## config.mk

```make
export PLATFORM = sky130hd
export DESIGN_NAME = mem_line_arbiter
export DESIGN_NICKNAME = d
export VERILOG_FILES = /design/src/rtl/mem_pkg.sv /design/src/rtl/line_beat_buffer.sv /design/src/rtl/mem_line_arbiter.sv
export SDC_FILE = /design/constraint.sdc
export NUM_CORES = 1
export LEC_CHECK = 0
export ABC_AREA = 0
export CAP_MARGIN = 20
export CORE_AREA = 2 2 217 219
export DETAILED_ROUTE_END_ITERATION = 10
export DIE_AREA = 0 0 219 221
export PLACE_DENSITY = 0.81
export RECOVER_POWER = 25
export SETUP_SLACK_MARGIN = 0.5
export SYNTH_ARGS = -nofsm -noshare
export SYNTH_HDL_FRONTEND = slang
export SYNTH_SLANG_ARGS = --single-unit
```

## constraint.sdc

```tcl
create_clock -name clk -period 1.9 [get_ports clk]
set_clock_uncertainty 0.1 [all_clocks]
set_input_delay 0.475 -clock clk [delete_from_list [all_inputs] [get_ports clk]]
set_output_delay 0.475 -clock clk [all_outputs]
set_load 0.05 [all_outputs]
```

## src/rtl/mem_pkg.sv

```systemverilog
// Shared types and constants for the memory line arbiter and its line buffers.
package mem_pkg;

    localparam int BURST_LEN_DEF = 4;
    localparam int WORD_W        = 32;
    localparam int LINE_OFF_BITS = $clog2(BURST_LEN_DEF) + 2;

    typedef enum logic {
        CLI_I = 1'b0,
        CLI_D = 1'b1
    } client_e;

    typedef enum logic [1:0] {
        ST_IDLE = 2'd0,
        ST_XFER = 2'd1,
        ST_DONE = 2'd2
    } state_e;

    typedef logic [BURST_LEN_DEF-1:0][WORD_W-1:0] line_t;

    // Clears the word and byte offset of a line holding burst_len words.
    function automatic logic [31:0] line_base(input logic [31:0] addr, input int burst_len);
        return addr & ~(32'(burst_len * 4) - 32'd1);
    endfunction

endpackage

```

## src/rtl/line_beat_buffer.sv

```systemverilog
// One assembled cache line plus the beat index used to fill it or drain a writeback.
module line_beat_buffer
    import mem_pkg::*;
#(
    parameter  int BURST_LEN = BURST_LEN_DEF,
    localparam int IDX_W     = $clog2(BURST_LEN)
) (
    input  logic                              clk,
    input  logic                              rst_n,
    input  logic                              cnt_clr,
    input  logic                              beat_en,
    input  logic                              store_en,
    input  logic [WORD_W-1:0]                 beat_data,
    output logic [BURST_LEN-1:0][WORD_W-1:0]  line,
    output logic [IDX_W-1:0]                  cnt
);

    always_ff @(posedge clk or negedge rst_n) begin
        if (!rst_n) begin
            // NOTE: the line storage is reset as well, so a fill cut short by reset leaves no stale words.
            line <= '0;
            cnt  <= '0;
        end else if (cnt_clr) begin
            cnt <= '0;
        end else if (beat_en) begin
            // A power-of-two length lets the index wrap to 0 on its own after the last beat.
            cnt <= cnt + 1'b1;
            if (store_en) begin
                line[cnt] <= beat_data;
            end
        end
    end

endmodule

```

## src/rtl/mem_line_arbiter.sv

```systemverilog
// Round-robin burst arbiter between the L1 I/D caches and single-port main memory.
// Defining MEM_ARB_TIMEOUT_EN adds a beat watchdog and the err output.
module mem_line_arbiter
    import mem_pkg::*;
#(
    parameter int BURST_LEN = BURST_LEN_DEF
`ifdef MEM_ARB_TIMEOUT_EN
    , parameter int TIMEOUT = 64
`endif
) (
    input  logic                     clk,
    input  logic                     rst_n,
    input  logic                     i_req,
    input  logic [31:0]              i_addr,
    output logic [BURST_LEN*32-1:0]  i_rdata,
    output logic                     i_done,
    input  logic                     d_req,
    input  logic                     d_we,
    input  logic [31:0]              d_addr,
    input  logic [BURST_LEN*32-1:0]  d_wdata,
    output logic [BURST_LEN*32-1:0]  d_rdata,
    output logic                     d_done,
    output logic                     mem_re,
    output logic                     mem_we,
    output logic [31:0]              mem_addr,
    output logic [31:0]              mem_din,
    input  logic [31:0]              mem_dout,
    input  logic                     mem_valid,
    output logic                     busy
`ifdef MEM_ARB_TIMEOUT_EN
    , output logic                   err
`endif
);

    localparam int IDX_W = $clog2(BURST_LEN);

    state_e                        state, state_nx;
    client_e                       grant, last_grant, pick;
    logic                          is_write;
    logic [31:0]                   line_addr;
    logic [BURST_LEN-1:0][31:0]    wline, i_line, d_line;
    logic [IDX_W-1:0]              i_cnt, d_cnt, cnt;
    logic                          in_xfer, beat, last_beat, abort;

    assign in_xfer   = (state == ST_XFER);
    assign beat      = in_xfer && mem_valid;
    assign cnt       = (grant == CLI_I) ? i_cnt : d_cnt;
    assign last_beat = beat && (cnt == IDX_W'(BURST_LEN - 1));
    // D wins a tie unless it was the previous winner.
    assign pick      = (d_req && (!i_req || last_grant == CLI_I)) ? CLI_D : CLI_I;

`ifdef MEM_ARB_TIMEOUT_EN
    localparam int WD_W = $clog2(TIMEOUT + 1);
    logic [WD_W-1:0] wdog;
    logic            aborted;

    assign abort = in_xfer && !mem_valid && (wdog == WD_W'(TIMEOUT - 1));
    assign err   = (state == ST_DONE) && aborted;

    always_ff @(posedge clk or negedge rst_n) begin
        if (!rst_n) begin
            wdog    <= '0;
            aborted <= 1'b0;
        end else begin
            aborted <= abort;
            wdog    <= (!in_xfer || mem_valid) ? '0 : wdog + 1'b1;
        end
    end
`else
    assign abort = 1'b0;
`endif

    always_ff @(posedge clk or negedge rst_n) begin
        if (!rst_n) begin
            state      <= ST_IDLE;
            grant      <= CLI_I;
            last_grant <= CLI_I;
            is_write   <= 1'b0;
            line_addr  <= '0;
            wline      <= '0;
        end else begin
            // NOTE: non-blocking assignments so every register samples pre-edge values.
            state <= state_nx;
            if (state == ST_IDLE && (i_req || d_req)) begin
                grant      <= pick;
                last_grant <= pick;
                is_write   <= (pick == CLI_D) && d_we;
                line_addr  <= line_base((pick == CLI_D) ? d_addr : i_addr, BURST_LEN);
                wline      <= d_wdata;
            end
        end
    end

    always_comb begin
        // NOTE: every output gets a default first so no path can infer a latch.
        state_nx = state;
        mem_re   = 1'b0;
        mem_we   = 1'b0;
        mem_addr = '0;
        mem_din  = '0;
        i_done   = 1'b0;
        d_done   = 1'b0;
        busy     = 1'b1;
        unique case (state)
            ST_IDLE: begin
                busy = 1'b0;
                if (i_req || d_req) state_nx = ST_XFER;
            end
            ST_XFER: begin
                mem_re   = !is_write;
                mem_we   = is_write;
                mem_addr = line_addr;
                mem_din  = is_write ? wline[cnt] : '0;
                if (last_beat || abort) state_nx = ST_DONE;
            end
            ST_DONE: begin
                i_done   = (grant == CLI_I);
                d_done   = (grant == CLI_D);
                state_nx = ST_IDLE;
            end
            default: state_nx = ST_IDLE;
        endcase
    end

    line_beat_buffer #(.BURST_LEN(BURST_LEN)) u_i_buf (
        .clk       (clk),
        .rst_n     (rst_n),
        .cnt_clr   (state == ST_IDLE),
        .beat_en   (beat && grant == CLI_I),
        .store_en  (1'b1),
        .beat_data (mem_dout),
        .line      (i_line),
        .cnt       (i_cnt)
    );

    // The D buffer's index also paces writebacks; its line is only written by fills.
    line_beat_buffer #(.BURST_LEN(BURST_LEN)) u_d_buf (
        .clk       (clk),
        .rst_n     (rst_n),
        .cnt_clr   (state == ST_IDLE),
        .beat_en   (beat && grant == CLI_D),
        .store_en  (!is_write),
        .beat_data (mem_dout),
        .line      (d_line),
        .cnt       (d_cnt)
    );

    assign i_rdata = i_line;
    assign d_rdata = d_line;

endmodule

```

Yosys cells after proc, flatten, opt, wreduce, memory -nomap -nowiden
Index checks and enable logic that the tools add are counted.

Add/sub/neg operators: 2. Order comparisons: 5. Equality and inequality tests: 5. Multiplexer cells: 26. Bitwise logic cells: 3. Reduce and logical (&&, ||, !) cells: 19.

Operator list (number): bitwise mux 128 bit (2); 2-to-1 mux 32 bit (7); demux 32 bit (select 2 bit) (2); binary-select mux 32 bit (select 2 bit) (1); 2-to-1 mux 2 bit (7); logical AND 1 bit (9); < comparator 2 x 3 -> 1 bit, second input constant (3); 2-to-1 mux 1 bit (6); adder 2 x 1 -> 2 bit, second input constant (2); equality test 2 bit, second input constant (2); greater-or-equal comparator 2 x 1 -> 1 bit, second input constant (2); case mux 2 bit (2 select lines) (1); AND reduction 2 bit (2); nonzero test 2 bit (2); inverter 1 bit (3); AND reduction 3 bit (1); equality test 2 x 1 -> 1 bit, second input constant (1); zero test 1 bit (2); zero test 2 bit (1); logical OR 1 bit (2); inequality test 2 x 1 -> 1 bit, second input constant (1); inequality test 2 bit, second input constant (1).

Register bits after elaboration: 420. Input port bits: 230. Output and inout bits: 325.

Depth between registers and ports, before layout
Gate-level depths: netlist (run 1).

Depth after elaboration: 5. Gate-level depth with buffers: 7. Mapped depth without buffers: 4.

Hierarchy
Synthesis (run 1) repeated with hierarchy kept, for this count alone.

Cell total of the unflattened synthesis: 1327. Area total of the unflattened synthesis: 18062.3 um2.

Modules (own cells, without submodules): line_beat_buffer (instances 2, cells an instance 285, area each 4921.0 um2, seq. area each 3253.1 um2); mem_line_arbiter (instances 1, cells an instance 757, area each 8220.4 um2, seq. area each 4003.8 um2).

Least setup slack after synthesis (run 1)
No wires, ideal clock.

Kind: register -> output. Start point: register state[1]. End point: output port mem_din[22]. Arrival: 2174 ps. Path slack: -849 ps. Stages on the path, launching flop included: 7. Cell sequence: dfrtp_1 -> and2b_1 -> and2_1 -> buf_2 -> buf_2 -> o31ai_1 -> a31oi_1.

Cells in the longest elaborated chain, start to end: 2.

RTL lines: start: declaration (line mem_line_arbiter.sv:37) `state_e state, state_nx;`; start signal: assignment (line mem_line_arbiter.sv:83) `state <= state_nx;`; equality test 2 x 1 -> 1 bit (line mem_line_arbiter.sv:104) `unique case (state)`; 2-to-1 mux 32 bit (line mem_line_arbiter.sv:104); end: declaration (line mem_line_arbiter.sv:26) `output logic [31:0] mem_din,`.

No other way between the ends.

Worst setup path after layout (run 1)
Start point: register u_d_buf.cnt[0]. End point: output port mem_din[31].

Cells in the longest elaborated chain, start to end: 5.

RTL lines: start: declaration (line line_beat_buffer.sv:15) `output logic [IDX_W-1:0] cnt`; start signal: assignment (line line_beat_buffer.sv:27) `cnt <= cnt + 1'b1;`; 2-to-1 mux 2 bit (line mem_line_arbiter.sv:47) `assign cnt = (grant == CLI_I) ? i_cnt : d_cnt;`; binary-select mux 32 bit (select 2 bit) (line mem_line_arbiter.sv:113) `mem_din = is_write ? wline[cnt] : '0;`; 2-to-1 mux 32 bit (implied by the code) (line mem_line_arbiter.sv:113); 2-to-1 mux 32 bit (line mem_line_arbiter.sv:113); 2-to-1 mux 32 bit (line mem_line_arbiter.sv:104).

No other way between the ends. The select of a mux whose other input is x is not followed.

==> flow_summary.ini, run 1 <==
[run_status]
outcome = finished, violations left
violations = negative setup slack

[global_route]
first_global_vias = 15200
grt_usage_pct = 25.0
grt_pass1_wl_mm = 92.6
grt_antenna_before_repair = 7
grt_max_degree = 69
grt_overflow = 0

[yosys]
synth_area_sq_um = 18500
yosysUniqueCellTypes = 37
synth.avg_cell_area_sq_um = 13.9
synth_flop_cell = dfrtp_1
async_flop_share_pct = 100
synthCells = 1328
yosysWarnings = 0
synth_edf_count = 0
ys_seq_elements = 420
seq_area_frac_synth_pct = 56.9

[routing]
via_count = 14800
drcViolationCount = 0
wl_per_cell_microns = 25.4
via_per_inst = 5.42
antenna_left = 0
drt_wl_total_mm = 69.1
drt_iter0_markers = 869
firstDrtPassIters = 5

[die]
rows = 79
core_area_sq_um = 46100
start_util_pct = 40.1
die_w_microns = 219
die-area_sq_um = 48400
io_pins = 555
dieHeight_microns = 221

[sta]
fmax_ghz = 0.346
rsz0062_at_grt = yes
worst_pin_slew_ps = 833
setup_viol = 539
report.final.hold_viol_count = 0
slew_violations = 0
fin_hold_ws_ps = 351
final.setup.worst_slack_ps = -988
post-route-period-util_pct = 152
fin_tns_setup_ps = -317950
period_minus_slack_ps = 2890
slew_headroom_pct = 44.5

[clocking]
clock_latency_ps = 580
cts_buffers = 44
htreeDepth = 2
root_buffer = clkbuf_16
clockBufferDepth = 3
cts_tree = built
clkSinkCount = 420
clk_pin_slew_worst_paths_ps = 60

[layout]
layout-drive-gt1-share_pct = 59.2
fill_cells = 2939
stdcell_area_sq_um = 31600
multi_input_area_sq_um = 9690
regArea_sq_um = 10500
nets = 2318
area_growth_pct = 71.1

[critical_path]
required_ps = 1320
r2r-start = state[1]
r2r_slack_ps = -870
start_kind = register
path_class = reg2out
worstReg2RegEnd = wline[103]
critPathArrivalTime_ps = 2310
critPathCapture = mem_din[31]
r2r_cells = 15
crit_fanout = 6
cp-startpoint = u_d_buf.cnt[0]
cp-end-kind = output port

[placement]
hpwl_mm = 41.8
gp_congestion = 0.850
dpl-instance-area_sq_um = 27200
port_buffers = 542

[pwr]
p_per_area_nw_per_um2 = 2160
vdd_ir_drop_max_mv = 1.59
p_leak_nw = 14.5
total_power_w = 0.0683

[hold_path]
min_path_type = in2reg

[run]
cap_violations = 0
[flip-flops by register name (all words and copies together) (netlist names)]
register      count
state             2
last_grant        1
line_addr        28
u_d_buf.cnt       2
u_i_buf.cnt       2
is_write          1
u_i_buf.line    128
wline           128
u_d_buf.line    128
[critical path: stages, from the launching register on]
cell     delay [ps]
dfrtp_2         490
buf_6           150
mux2i_4         190
buf_6           170
buf_12          140
o31ai_1          70
buf_4           150
a31oi_4         200
buf_12          170
[cell usage after synthesis, types with 2 or more instances]
cell      count  area [sq um]
nor2b_1      63           394
mux2_2      241          2710
and2_1       29           181
a31oi_1      31           194
nor2_1       33           124
nor2_2        2          12.5
a21oi_1      35           175
ha_1          8           100
mux2_1       23           259
and2b_1       2          15.0
nand2_1      10          37.5
inv_1         5          18.8
buf_2        30           150
o21ai_1       5          25.0
o31ai_1      32           240
o22ai_1      32           200
nand2_4       4          45.0
buf_6        15           169
clkbuf_1     37           139
mux2_4      120          1800
buf_4        10          75.1
o21ai_0      93           465
nand2b_1      3          18.8
dfrtp_1     420         10500
or2_2         3          18.8
nand3_1       2          10.0
mux2i_1      30           300
[power breakdown]
| group | leakage (nW) | total [W] | internal [W] | switching (W) |
|---|---|---|---|---|
| Clock | 0.764 | 0.00926 | 0.00550 | 0.00377 |
| Combinational | 8.65 | 0.0423 | 0.0194 | 0.0229 |
| Sequential | 5.10 | 0.0167 | 0.0133 | 0.00346 |
[layout make-up]
type | count | area share, %
well taps | 607 | 2.40
diodes | 6 | 0.0475
repair buffers | 795 | 28.6
flip-flops and latches | 420 | 33.3
clock inverters | 23 | 0.978
multi-input cells | 813 | 30.7
clock buffers | 57 | 3.95
inverters | 6 | 0.0792
[metal layers]
layer	GRT usage [%]	share of wire (%)	vias up
li1	-	-	6281
met1	30.0	38	7656
met3	5.29	6.6	185
met5	0	0.016	-
met4	11.7	4.7	2
met2	42.6	51	664
[worst min path at each step]
| stage | cells after the start | end | slack (ps) | start |
|---|---|---|---|---|
| after floorplan | 0 | is_write | 80 | rst_n |
| after global placement | 1 | u_i_buf.line[68] | 250 | rst_n |
| after detailed placement | 1 | u_i_buf.line[68] | 250 | rst_n |
| after CTS | 2 | u_i_buf.line[113] | 240 | rst_n |
| after global routing | 3 | is_write | 350 | d_we |
| final | 3 | is_write | 350 | d_we |
[what timing repair did]
item                                    in CTS  in global routing
gates resized for setup                    114                189
setup buffers                               33                 25
hold buffers                                 1                  0
cloned                                      11                 36
endpoints found under the setup margin     740                741
hold endpoints to repair                   124                  0
pin swaps                                   16                 20
[kinds of logic (layout without fill, tap and decap cells)]
logic type	count (synthesis)	in the layout	synth area share [%]
other	1	10	0.0203
muxes	414	414	27.5
DFF	420	420	56.9
buffers and inverters	98	881	3.01
AOI/OAI and AO/OA	231	231	7.17
adders and majority gates	8	8	0.542
and+or+nand+nor	156	156	4.90
[layout by cell type, fill, tap and decap left out, types with 19 or more instances in the layout]
cell type        count
buf_4              347
a31oi_4             31
nor2b_1             42
buf_16              19
mux2i_1             29
mux2_4             305
mux2_2              76
and2_4              29
buf_6               53
buf_12             107
dfrtp_1            417
o21ai_1             25
o21ai_0             61
clkbuf_16           73
clkdlybuf4s50_1    220
[stage by stage]
step	cells	util (%)	setup slack, ps
finish	2727	68.6	-988
global placement	2535	59.1	-362
detailed placement	2535	59.1	-413
global route	2727	68.6	-1060
CTS	2660	64.8	-971
floorplan	1331	-	-238
(Power assumes the default switching activity.)
==> run 2, diff against run 1 <==
CORE_AREA = 2 2 218 220   (was 2 2 217 219)
DIE_AREA = 0 0 220 222   (was 0 0 219 221)
PLACE_DENSITY = 0.77   (was 0.81)
SETUP_SLACK_MARGIN = 0.05   (was 0.5)
clock period = 2.9 ns   (was 1.9 ns; I/O delays follow)
==> flow_summary.ini, run 2 (synthesized netlist as in run 1, its figures left out) <==
[critical_path]
crit_fanout = 8
required_ps = 2080
start_kind = register
cp-end-kind = output port
path_class = reg2out
critPathArrivalTime_ps = 2300

[die]
start_util_pct = 39.9
rows = 79
core_area_sq_um = 46300
dieHeight_microns = 222
die-area_sq_um = 48800
die_w_microns = 220
io_pins = 555

[clocking]
cts_tree = built
root_buffer = clkbuf_16
clkSinkCount = 420
clk_pin_slew_worst_paths_ps = 60
clock_latency_ps = 570
htreeDepth = 2
cts_buffers = 45
clockBufferDepth = 3

[run]
cap_violations = 1

[placement]
port_buffers = 542
dp_slack_ps = 157
hpwl_mm = 38.5
gp_congestion = 0.825
dpl-instance-area_sq_um = 25700

[routing]
firstDrtPassIters = 4
via_count = 13700
drt_wl_total_mm = 60.2
via_per_inst = 5.33
drt_iter0_markers = 762
antenna_left = 0
wl_per_cell_microns = 23.5
drcViolationCount = 0

[sta]
report.final.hold_viol_count = 0
final.setup.worst_slack_ps = -220
slew_headroom_pct = 0.584
slew_violations = 0
rsz0062_at_grt = yes
worst_pin_slew_ps = 1490
fmax_ghz = 0.321
setup_viol = 32
period_minus_slack_ps = 3120
post-route-period-util_pct = 108
fin_hold_ws_ps = 391

[layout]
stdcell_area_sq_um = 28800
layout_common_cells = clkdlybuf4s50_1 (476), dfrtp_1 (413), mux2_2 (241)
area_growth_pct = 55.9
layout-drive-gt1-share_pct = 38.5
nets = 2156
reg_top3 = u_d_buf.line x128, u_i_buf.line x128, wline x128
final_common_cell = clkdlybuf4s50_1

[pwr]
total_power_w = 0.0405
vdd_ir_drop_max_mv = 1.14
p_leak_nw = 12.2
p_per_area_nw_per_um2 = 1410

[global_route]
grt_pass1_wl_mm = 86.7
grt_max_degree = 80
grt_antenna_before_repair = 4
first_global_vias = 14200
grt_overflow = 0
grt_usage_pct = 23.2

[hold_path]
min_path_type = reg2reg

[run_status]
outcome = finished, violations left
violations = max-capacitance violations, negative setup slack
==> run 2: area by class of cell <==
| class | instances | area (sq um) |
|---|---|---|
| sequential | 420 | 10500 |
| antenna | 3 | 7.51 |
| timing repair buffer | 632 | 7350 |
| fill | 3414 | 17500 |
| clock buffer | 65 | 1320 |
| tap | 607 | 759 |
| multi-input combinational | 813 | 8630 |
| inverter | 6 | 22.5 |
| clock inverter | 16 | 180 |
==> run 2: through the flow <==
step | utilization, % | instances | setup TNS (ps)
floorplan | - | 1331 | 0
global placement | 55.5 | 2436 | 0
detailed placement | 55.5 | 2436 | 0
CTS | 60.1 | 2544 | -5180
global route | 62.2 | 2562 | -9430
finish | 62.2 | 2562 | -3600
==> run 2: final timing paths <==
kind / startpoint / slack (ps) / to / depth (start not counted)
worst max register to register: state[1] / 600 / u_i_buf.line[39] / 6
worst min register to register: u_i_buf.line[78] / 390 / u_i_buf.line[78] / 1
max in group asynchronous: rst_n / 210 / u_d_buf.line[68] / 3
min in group asynchronous: rst_n / 960 / wline[48] / 2
worst max-delay path: u_d_buf.cnt[0] / -220 / mem_din[8] / 9
worst min-delay path: u_i_buf.line[78] / 390 / u_i_buf.line[78] / 1
==> run 2: critical path: stages, from the launching register on <==
cell and delay (ps):
dfrtp_2 440, buf_4 150, buf_6 110, nand2_2 70
o21ai_4 60, buf_12 140, buf_8 150, o21ai_1 220
a31oi_2 180, buf_12 200
==> run 2: routing by layer <==
metal	vias to the layer above	part of all wire (%)	routed length (microns)	track usage, %
met4	2	4.0	2410	9.92
li1	5954	-	-	-
met2	618	49	29700	38.8
met3	136	8.0	4820	5.95
met1	6948	39	23300	28.3
met5	-	0.022	13	0
==> run 2: where the power goes <==
group | total, W | internal (W) | leakage, nW | switching, W
Combinational | 0.0241 | 0.0102 | 6.38 | 0.0139
Clock | 0.00582 | 0.00344 | 0.731 | 0.00238
Sequential | 0.0106 | 0.00869 | 5.10 | 0.00189
==> run 2: timing repair <==
action | in CTS | in global routing
endpoints found under the hold margin | 24 | 0
gates cloned | 8 | 9
setup buffers | 18 | 7
gates resized for setup | 86 | 147
pin swaps | 42 | 33
hold buffers | 1 | 0
endpoints found under the setup margin | 33 | 54
